**src/rtl/vpu_iter_ctrl.sv**
```systemverilog
// vpu_iter_ctrl: iteration sequencer for the VPU datapath of the GF(257)
// 4x24 LDPC decoder. After a start request it runs decoding iterations until
// the syndrome check passes or the iteration limit is reached. Each iteration
// has three parts:
//   - an en-high sweep of Z cycles that drives the address generator,
//   - an en-low drain of DRAIN cycles, during which the generator reloads its
//     row start addresses,
//   - a single CHECK cycle that samples the syndrome.
// A one-cycle done pulse reports the end of the codeword.
//
// Ports
//   clk_i          clock, all flops rising-edge
//   rst_ni         asynchronous active-low reset
//   start_i        start request, only honoured in IDLE
//   abort_i        synchronous abort, wins over everything outside IDLE
//   syndrome_ok_i  parity checks satisfied, only sampled in CHECK
//   addr_en_o      address generator enable, high exactly in RUN
//   first_iter_o   high during RUN of iteration 0 (channel LLR select)
//   busy_o         high in every state except IDLE
//   done_o         one-cycle completion pulse
//   success_o      syndrome result captured in the final CHECK
//   iter_cnt_o     0-based index of the current or last iteration
module vpu_iter_ctrl #(
  parameter int unsigned Z        = 256,  // 2..511
  parameter int unsigned DRAIN    = 6,    // 1..255
  parameter int unsigned MAX_ITER = 10    // 1..31
) (
  input  logic       clk_i,
  input  logic       rst_ni,
  input  logic       start_i,
  input  logic       abort_i,
  input  logic       syndrome_ok_i,
  output logic       addr_en_o,
  output logic       first_iter_o,
  output logic       busy_o,
  output logic       done_o,
  output logic       success_o,
  output logic [4:0] iter_cnt_o
);

  localparam logic [2:0] S_IDLE  = 3'd0;
  localparam logic [2:0] S_RUN   = 3'd1;
  localparam logic [2:0] S_DRAIN = 3'd2;
  localparam logic [2:0] S_CHECK = 3'd3;
  localparam logic [2:0] S_DONE  = 3'd4;

  localparam logic [8:0] CYC_LAST  = 9'(Z - 1);
  localparam logic [7:0] DRN_LAST  = 8'(DRAIN - 1);
  localparam logic [4:0] ITER_LAST = 5'(MAX_ITER - 1);

  logic [2:0] state_q, state_d;
  logic [8:0] cyc_q,   cyc_d;
  logic [7:0] drn_q,   drn_d;
  logic [4:0] iter_q,  iter_d;
  logic       succ_q,  succ_d;

  always_comb begin
    state_d = state_q;
    cyc_d   = cyc_q;
    drn_d   = drn_q;
    iter_d  = iter_q;
    succ_d  = succ_q;
    if (state_q != S_IDLE && abort_i) begin
      // Abort drops everything, including a pending done pulse.
      state_d = S_IDLE;
      cyc_d   = '0;
      drn_d   = '0;
      iter_d  = '0;
      succ_d  = 1'b0;
    end else begin
      case (state_q)
        S_IDLE: begin
          if (start_i) begin
            state_d = S_RUN;
            cyc_d   = '0;
            drn_d   = '0;
            iter_d  = '0;
            succ_d  = 1'b0;
          end
        end
        S_RUN: begin
          if (cyc_q == CYC_LAST) begin
            state_d = S_DRAIN;
            cyc_d   = '0;
            drn_d   = '0;
          end else begin
            cyc_d = cyc_q + 9'd1;
          end
        end
        S_DRAIN: begin
          // Clearing at the terminal count keeps the counter from passing it.
          if (drn_q == DRN_LAST) begin
            state_d = S_CHECK;
            drn_d   = '0;
          end else begin
            drn_d = drn_q + 8'd1;
          end
        end
        S_CHECK: begin
          succ_d = syndrome_ok_i;
          if (syndrome_ok_i || iter_q == ITER_LAST) begin
            state_d = S_DONE;
          end else begin
            state_d = S_RUN;
            iter_d  = iter_q + 5'd1;
          end
        end
        S_DONE:  state_d = S_IDLE;
        default: state_d = S_IDLE;
      endcase
    end
  end

  always_ff @(posedge clk_i or negedge rst_ni) begin
    if (!rst_ni) begin
      state_q <= S_IDLE;
      cyc_q   <= '0;
      drn_q   <= '0;
      iter_q  <= '0;
      succ_q  <= 1'b0;
    end else begin
      state_q <= state_d;
      cyc_q   <= cyc_d;
      drn_q   <= drn_d;
      iter_q  <= iter_d;
      succ_q  <= succ_d;
    end
  end

  // Moore outputs, decoded only from registered state.
  assign addr_en_o    = (state_q == S_RUN);
  assign first_iter_o = (state_q == S_RUN) && (iter_q == 5'd0);
  assign busy_o       = (state_q != S_IDLE);
  assign done_o       = (state_q == S_DONE);
  assign success_o    = succ_q;
  assign iter_cnt_o   = iter_q;

endmodule

```
**config.mk**
```make
export PLATFORM = sky130hd
export DESIGN_NAME = vpu_iter_ctrl
export DESIGN_NICKNAME = d
export VERILOG_FILES = /design/src/rtl/vpu_iter_ctrl.sv
export SDC_FILE = /design/constraint.sdc
export NUM_CORES = 1
export LEC_CHECK = 0
export CORE_ASPECT_RATIO = 0.9
export CORE_UTILIZATION = 50
export DETAILED_ROUTE_END_ITERATION = 7
export PLACE_DENSITY = 0.71
export SYNTH_ARGS = -nofsm -noshare
export SYNTH_HDL_FRONTEND = slang
export SYNTH_SLANG_ARGS = --single-unit
```
**constraint.sdc**
```tcl
create_clock -name clk_i -period 1.97 [get_ports clk_i]
set_input_delay 0.394 -clock clk_i [delete_from_list [all_inputs] [get_ports clk_i]]
set_output_delay 0.394 -clock clk_i [all_outputs]
set_load 0.03 [all_outputs]
```
After elaboration in Yosys (flattened, before gate mapping). Cells that the tools add are included.

Bits in registers: 26. Output and inout port bits: 10. Logic and storage cells: 55. Bits of input ports: 5.

Reductions and logical operators: 14. Mux-type cells: 22. Add/subtract/negate cells: 3. Eq/ne operators: 11.

Operators with widths (number): $mux 8 (4); $mux 9 (3); $pmux 8 s3 (1); $pmux 9 s2 (1); $mux 3 (5); $mux 5 (3); $pmux 3 s4 (1); $pmux 5 s2 (1); $add 9x1->9 const B (1); $eq 9x8->1 const B (1); $ne 3x3->1 const B (3); $reduce_and 3->1 (3); $reduce_bool 3->1 (3); $add 8x1->8 const B (1); $eq 8x3->1 const B (1); $eq 3x2->1 const B (2); $add 5x1->5 const B (1); $eq 5x4->1 const B (1); $logic_not 5->1 (1); $reduce_and 2->1 (2); $reduce_bool 4->1 (1); $eq 3x1->1 const B (1); $eq 3x3->1 const B (1); $logic_not 3->1 (1); other kinds (5) (7).

Depth between registers and ports, before layout.
Depth in word-level cells: 5. Mapped depth: 6. Mapped depth without buffers: 6.

Worst setup path before layout. No wires, ideal clock.

Kind: reg-to-output. Start point: register state_q[0]. End point: output first_iter_o. Slack: -35 ps. Path buffers: 1. Cell stages (with the launch flop): 5. Data required time: 1576 ps. Data arrival time: 1611 ps. Cell sequence: dfrtp_1 > clkbuf_1 > nand2b_1 > nor2_1 > and4b_1.

Longest elaborated chain between the ends: 2.

RTL lines: start: declaration (RTL line 51) `logic [2:0] state_q, state_d;`; start signal: assignment (RTL line 122) `state_q <= state_d;`; $eq 3x1->1; via addr_en_o (RTL line 33) `output logic addr_en_o,`; $logic_and 1x1->1 (RTL line 132) `assign first_iter_o = (state_q == S_RUN) && (iter_q == 5'd0);`; end: declaration (RTL line 34) `output logic first_iter_o,`.

The timed path passes the listed nets, and every way through them passes these cells.

Worst setup path after layout.
Start point: register state_q[0]. End point: output busy_o.

Longest elaborated chain between the ends: 1.

RTL lines: $reduce_bool 3->1 (RTL line 133) `assign busy_o = (state_q != S_IDLE);`; end: declaration (RTL line 35) `output logic busy_o,`.

No other way between the ends.

==> metrics.yaml <==
gp_congestion: 0.843
htree_levels: 1
avgSynthCellArea_um2: 9.91
fin_nets: 195
cts_made_buffers: 3
cp.arrival_ns: 1.53
switching_power_mw: 0.686
final_core_util_pct: 66.2
worst_pin_slew_ns: 0.370
synth_top_cells_by_area: "dfrtp_1 43%, ha_1 4.9%, nand3_1 3.6%"
synthFlopType: "dfrtp_1"
drt_pre_antenna_iters: 4
power.total_mw: 1.84
syn-instance-count: 154
grt_max_degree: 27
yosysUniqueCellTypes: 53
pwr-share-comb_pct: 44.0
initial_core_util_pct: 54.2
cp-start-kind: "flip-flop"
period_needed_ns: 1.92
path_delay_family: "flip-flops"
seqPwrFrac_pct: 35.9
path_cells: "or3_1, dlygate4sd2_1"
avgRoutedWirePerCell_um: 15.6
synth_top_area_cell: "dfrtp_1"
setup.worst_path.end_class: "primary output"
min_path_type: "in -> async"
clk_pin_slew_ns: 0.15
synth_warnings: 0
path_buf_inv: 1
rows: 18
synth_edf_count: 0
power_density_nw_per_um2: 988
core-area_um2: 2820
syn-cell-area_um2: 1530
portBuffers: 14
slew_viol_final: 0
grtUsageTotal_pct: 23.3
crit_path_max_incr_delay_ns: 0.47
grt_pass1_wl_mm: 5.61
final-setup-viol-count: 0
grt_pass1_vias: 1195
fin_crit_sh_pct: 97.6
dieWidth_um: 60.2
drv_cap: 0
path_class: "reg -> out"
ys_ff_latch: 26
rsz0062_at_grt: "no"
postRouteAntennaNets: 0
die-height_um: 54.4
fin_skew_ns: 0.0116
cts_tree: "yes"
setup_slack_ns: 0.0480
fmax_mhz: 520
ios: 15
nFillCells: 258
drtIter0Drc: 77
drive_above_1_share_pct: 20.2
place_inst: 216
die-area_um2: 3280
synth_fp_nets: 165
fin_cells: 223
post-place-ws_ns: -0.159
clkPwrFrac_pct: 20.1
p_int_mw: 1.15
area_growth_syn_to_layout_pct: 22.0
dp_hpwl_mm: 2.47
cts.sinks: 26
num_vias: 1320
p_sw_share_pct: 37.3
yosysTopAreaCellShare_pct: 42.6
finalHoldViolations: 0
vias_per_cell: 5.92
critPathRequiredTime_ns: 1.58
power_leakage_nw: 0.828
cts.path.max_buffers: 2
async_flop_share_pct: 100
slew_headroom_pct: 75.0
slowest_stage: "dfrtp_2"
status: "completed"
synth-seq-area-share_pct: 42.6
cts_root_buffer: "clkbuf_4"
diodes: 0
routed_wl_mm: 3.47
drc: 0
antenna_found_initial: 0
insertion_delay_ns: 0.33
peakVddDrop_mv: 0.634
grt-ovfl-total: 0
critical_path.max_fanout: 7
==> cells by family (layout without fill, tap and decap cells) <==
kind of cell / count (synthesis) / after routing / synth area share [%]
and+or+nand+nor: 52 / 52 / 19.8
adders and majority gates: 6 / 6 / 4.92
DFF: 26 / 26 / 42.6
AOI/OAI and AO/OA: 50 / 50 / 24.4
muxes: 3 / 3 / 2.13
buffers and inverters: 13 / 42 / 3.77
xor gates and xnor gates: 4 / 4 / 2.30
==> power by group through the flow <==
stage | logic [mW] | clock network [mW] | registers [mW]
4_1_cts | 0.754 | 0.378 | 0.673
2_1_floorplan | 0.513 | 0 | 0.651
6_report | 0.810 | 0.370 | 0.660
3_3_place_gp | 0.739 | 0 | 0.673
5_1_grt | 0.882 | 0.397 | 0.666
3_5_place_dp | 0.760 | 0 | 0.678
==> Yosys cell counts (all sizes together) (3+ instances only) <==
library cell,count
a21oi,6
a22o,6
a31oi,3
and3,3
clkbuf,4
dfrtp,26
ha,6
inv,7
nand2,3
nand2b,4
nand3,11
nand4,3
nor2,12
nor3,3
o21a,3
o21ai,10
xnor2,3
==> layer usage <==
layer | wire length [um] | global-route usage [%] | up-vias | part of all wire (%)
li1 | - | - | 640 | -
met1 | 1640 | 32.0 | 645 | 47
met2 | 1670 | 39.2 | 29 | 48
met3 | 135 | 4.26 | 6 | 3.9
met4 | 32 | 3.49 | 0 | 0.92
met5 | 0 | 0 | - | 0
==> layout by cell type (no fill, tap or decap), types with 4 or more instances in the layout <==
cell type	instances
dfrtp_1	24
buf_4	17
nor2_1	11
nand3_1	11
o21ai_0	9
clkdlybuf4s50_1	9
inv_1	7
a21oi_1	6
a22o_1	6
ha_1	5
nand2b_1	4
==> cell type report <==
type	count	area (um2)	area share, %
clock inverter	1	30.0	1.61
multi-input combinational	115	823	44.2
sequential	26	653	35.1
inverter	7	26.3	1.41
tap	40	50.0	2.69
timing repair buffer	31	258	13.8
clock buffer	3	22.5	1.21
==> through the flow <==
step / hold slack (ns) / instance area, um2 / setup TNS [ns]
after global routing: 0.430 / 1860 / 0
final: 0.409 / 1860 / 0
after floorplan: 0.0984 / 1530 / 0
after global placement: 0.487 / 1790 / -0.261
after detailed placement: 0.509 / 1790 / -0.842
after CTS: 0.423 / 1840 / 0
==> timing repair <==
action                                  CTS  global route
endpoints found under the setup margin    3             5
hold buffers                              0             0
resized for setup                         5             4
pin swaps                                 0             1
setup buffers                             0             3
endpoints found under the hold margin     0             0
==> sequential cells by signal, indices dropped and copies added, names as in the netlist <==
signal and cells:
iter_cnt_o 5, success_o 1, state_q 3, cyc_q 9, drn_q 8
==> path summary, 6_finish.rpt <==
kind                                         from  cells past startpoint  slack, ns                        end
max                        state_q[0]$_DFFE_PN0P_                      2       0.05                     busy_o
min                                        rst_ni                      2       0.41       cyc_q[7]$_DFFE_PN0P_
max reg2reg                state_q[0]$_DFFE_PN0P_                      5       0.08  iter_cnt_o[0]$_DFFE_PN0P_
min reg2reg                  cyc_q[5]$_DFFE_PN0P_                      1       0.52       cyc_q[5]$_DFFE_PN0P_
max in group asynchronous                  rst_ni                      2       1.29     state_q[0]$_DFFE_PN0P_
min in group clk_i           cyc_q[5]$_DFFE_PN0P_                      1       0.52       cyc_q[5]$_DFFE_PN0P_
Power figures use the tool's default switching activity.
==> edit: new RTL, same settings <==
Make the reset (`rst_ni`) synchronous in one clocked block. Comments in the files are not updated.
--- a/src/rtl/vpu_iter_ctrl.sv
+++ b/src/rtl/vpu_iter_ctrl.sv
@@ -111,7 +111,7 @@
     end
   end
 
-  always_ff @(posedge clk_i or negedge rst_ni) begin
+  always_ff @(posedge clk_i) begin
     if (!rst_ni) begin
       state_q <= S_IDLE;
       cyc_q   <= '0;
Check against the original RTL: differs if rst_ni is asserted again (counterexample within 4 cycles, from zero or initial values and one cycle with rst_ni low); with rst_ni held inactive, the same outputs for 10 cycles.
==> edit against the original RTL <==
Final area fell by 3.8%; clock skew up 0.012 ns; wire length fell by 3.2%; area after synthesis fell by 4.8%; worst setup slack improved by 0.025 ns; sequential cell count did not move; critical path type unchanged.
Power is not compared: it rests on default switching activity, and its combinational part moved more than twofold at a synthesized area within 25%.
==> edit: results (changes against the original RTL) <==
wl_met1_mm: 1.69  # was 1.64 mm
drt_iter0_markers: 60  # was 77
cp_top_family: "simple AND/OR/NAND/NOR gates"  # was flip-flops
crit_path_top_delay_cell: "or3b_4"  # was dfrtp_2
yosys-top-cells-count: "dfxtp_1 (26), nand3_1 (15), nor2_1 (13), nand2_1 (10), a21oi_1 (9)"  # was dfrtp_1 (26), nor2_1 (12), nand3_1 (11), o21ai_0 (9), inv_1 (7)
place_inst: 229  # was 216
rrSetupSlack_ns: 0.14  # was 0.08 ns
endpoint: "addr_en_o"  # was busy_o
grt_pass1_wl_mm: 5.49  # was 5.61 mm
synthXorXnorAreaFrac_pct: 1.21  # was 2.30%
muxShareOfSynthArea_pct: 0.689  # was 2.13%
cts_resized: 9  # was 5
syn_nets: 181  # was 165
grt_max_degree: 15  # was 27
synth_compound_area_share_pct: 20.2  # was 24.4%
met2_usage_pct: 37.3  # was 39.2%
r2r_start: "cyc_q[0]"  # was state_q[0]
yosys.area_share.adder_pct: 5.17  # was 4.92%
pre_cts_ws_ns: -0.139  # was -0.159 ns
use_met1_pct: 31.1  # was 32.0%
final_cells: 238  # was 223
wl_per_cell_um: 14.1  # was 15.6 µm
wl_met3_um: 123  # was 135 µm
max_freq_mhz: 527  # was 520 MHz
synthFlopType: "dfxtp_1"  # was dfrtp_1
reg2reg_to: "drn_q[7]"  # was iter_cnt_o[0]
worstPathArrival_ns: 1.50  # was 1.53 ns
use_met3_pct: 5.62  # was 4.26%
vias_per_cell: 5.93  # was 5.92
async_flop_share_pct: 0  # was 100%
yosysUniqueCellTypes: 55  # was 53
cp_max_fo: 4  # was 7
outcome: "completed"  # unchanged
synthCells: 170  # was 154
hpwl_mm: 2.41  # was 2.47 mm
critical_path.startpoint: "state_q[0]"  # unchanged
worst_hold_path_type: "reg2reg"  # was in2async
fin_skew_ns: 0.0233  # was 0.0116 ns
worstMarginPinSlew_ns: 0.432  # was 0.370 ns
ys_seq_area_share_pct: 35.8  # was 42.6%
## edit: metrics by stage
stage | hold WS, ns | instance area, µm²
after floorplan | 0.462 | 1460
after global placement | 0.458 | 1690
after detailed placement | 0.467 | 1690
after CTS | 0.487 | 1780
after global routing | 0.517 | 1790
final | 0.492 | 1790
## edit: kinds of logic (layout without fill, tap and decap cells)
kind of cell	count (synthesis)	after routing
flip-flops	26	26
buffers and inverters	14	42
XOR/XNOR	2	2
AO/OA/AOI/OAI	42	42
multiplexers	1	1
AND/OR/NAND/NOR	79	79
adder cells (fa/ha/maj)	6	6
## edit: cell type report
type | instances | area (µm²) | area share, %
Timing Repair Buffer | 30 | 259 | 14.4
Multi-Input combinational cell | 130 | 881 | 49.1
Tap cell | 40 | 50.0 | 2.79
Sequential cell | 26 | 532 | 29.7
Inverter | 8 | 35.0 | 1.95
Clock buffer | 4 | 36.3 | 2.02
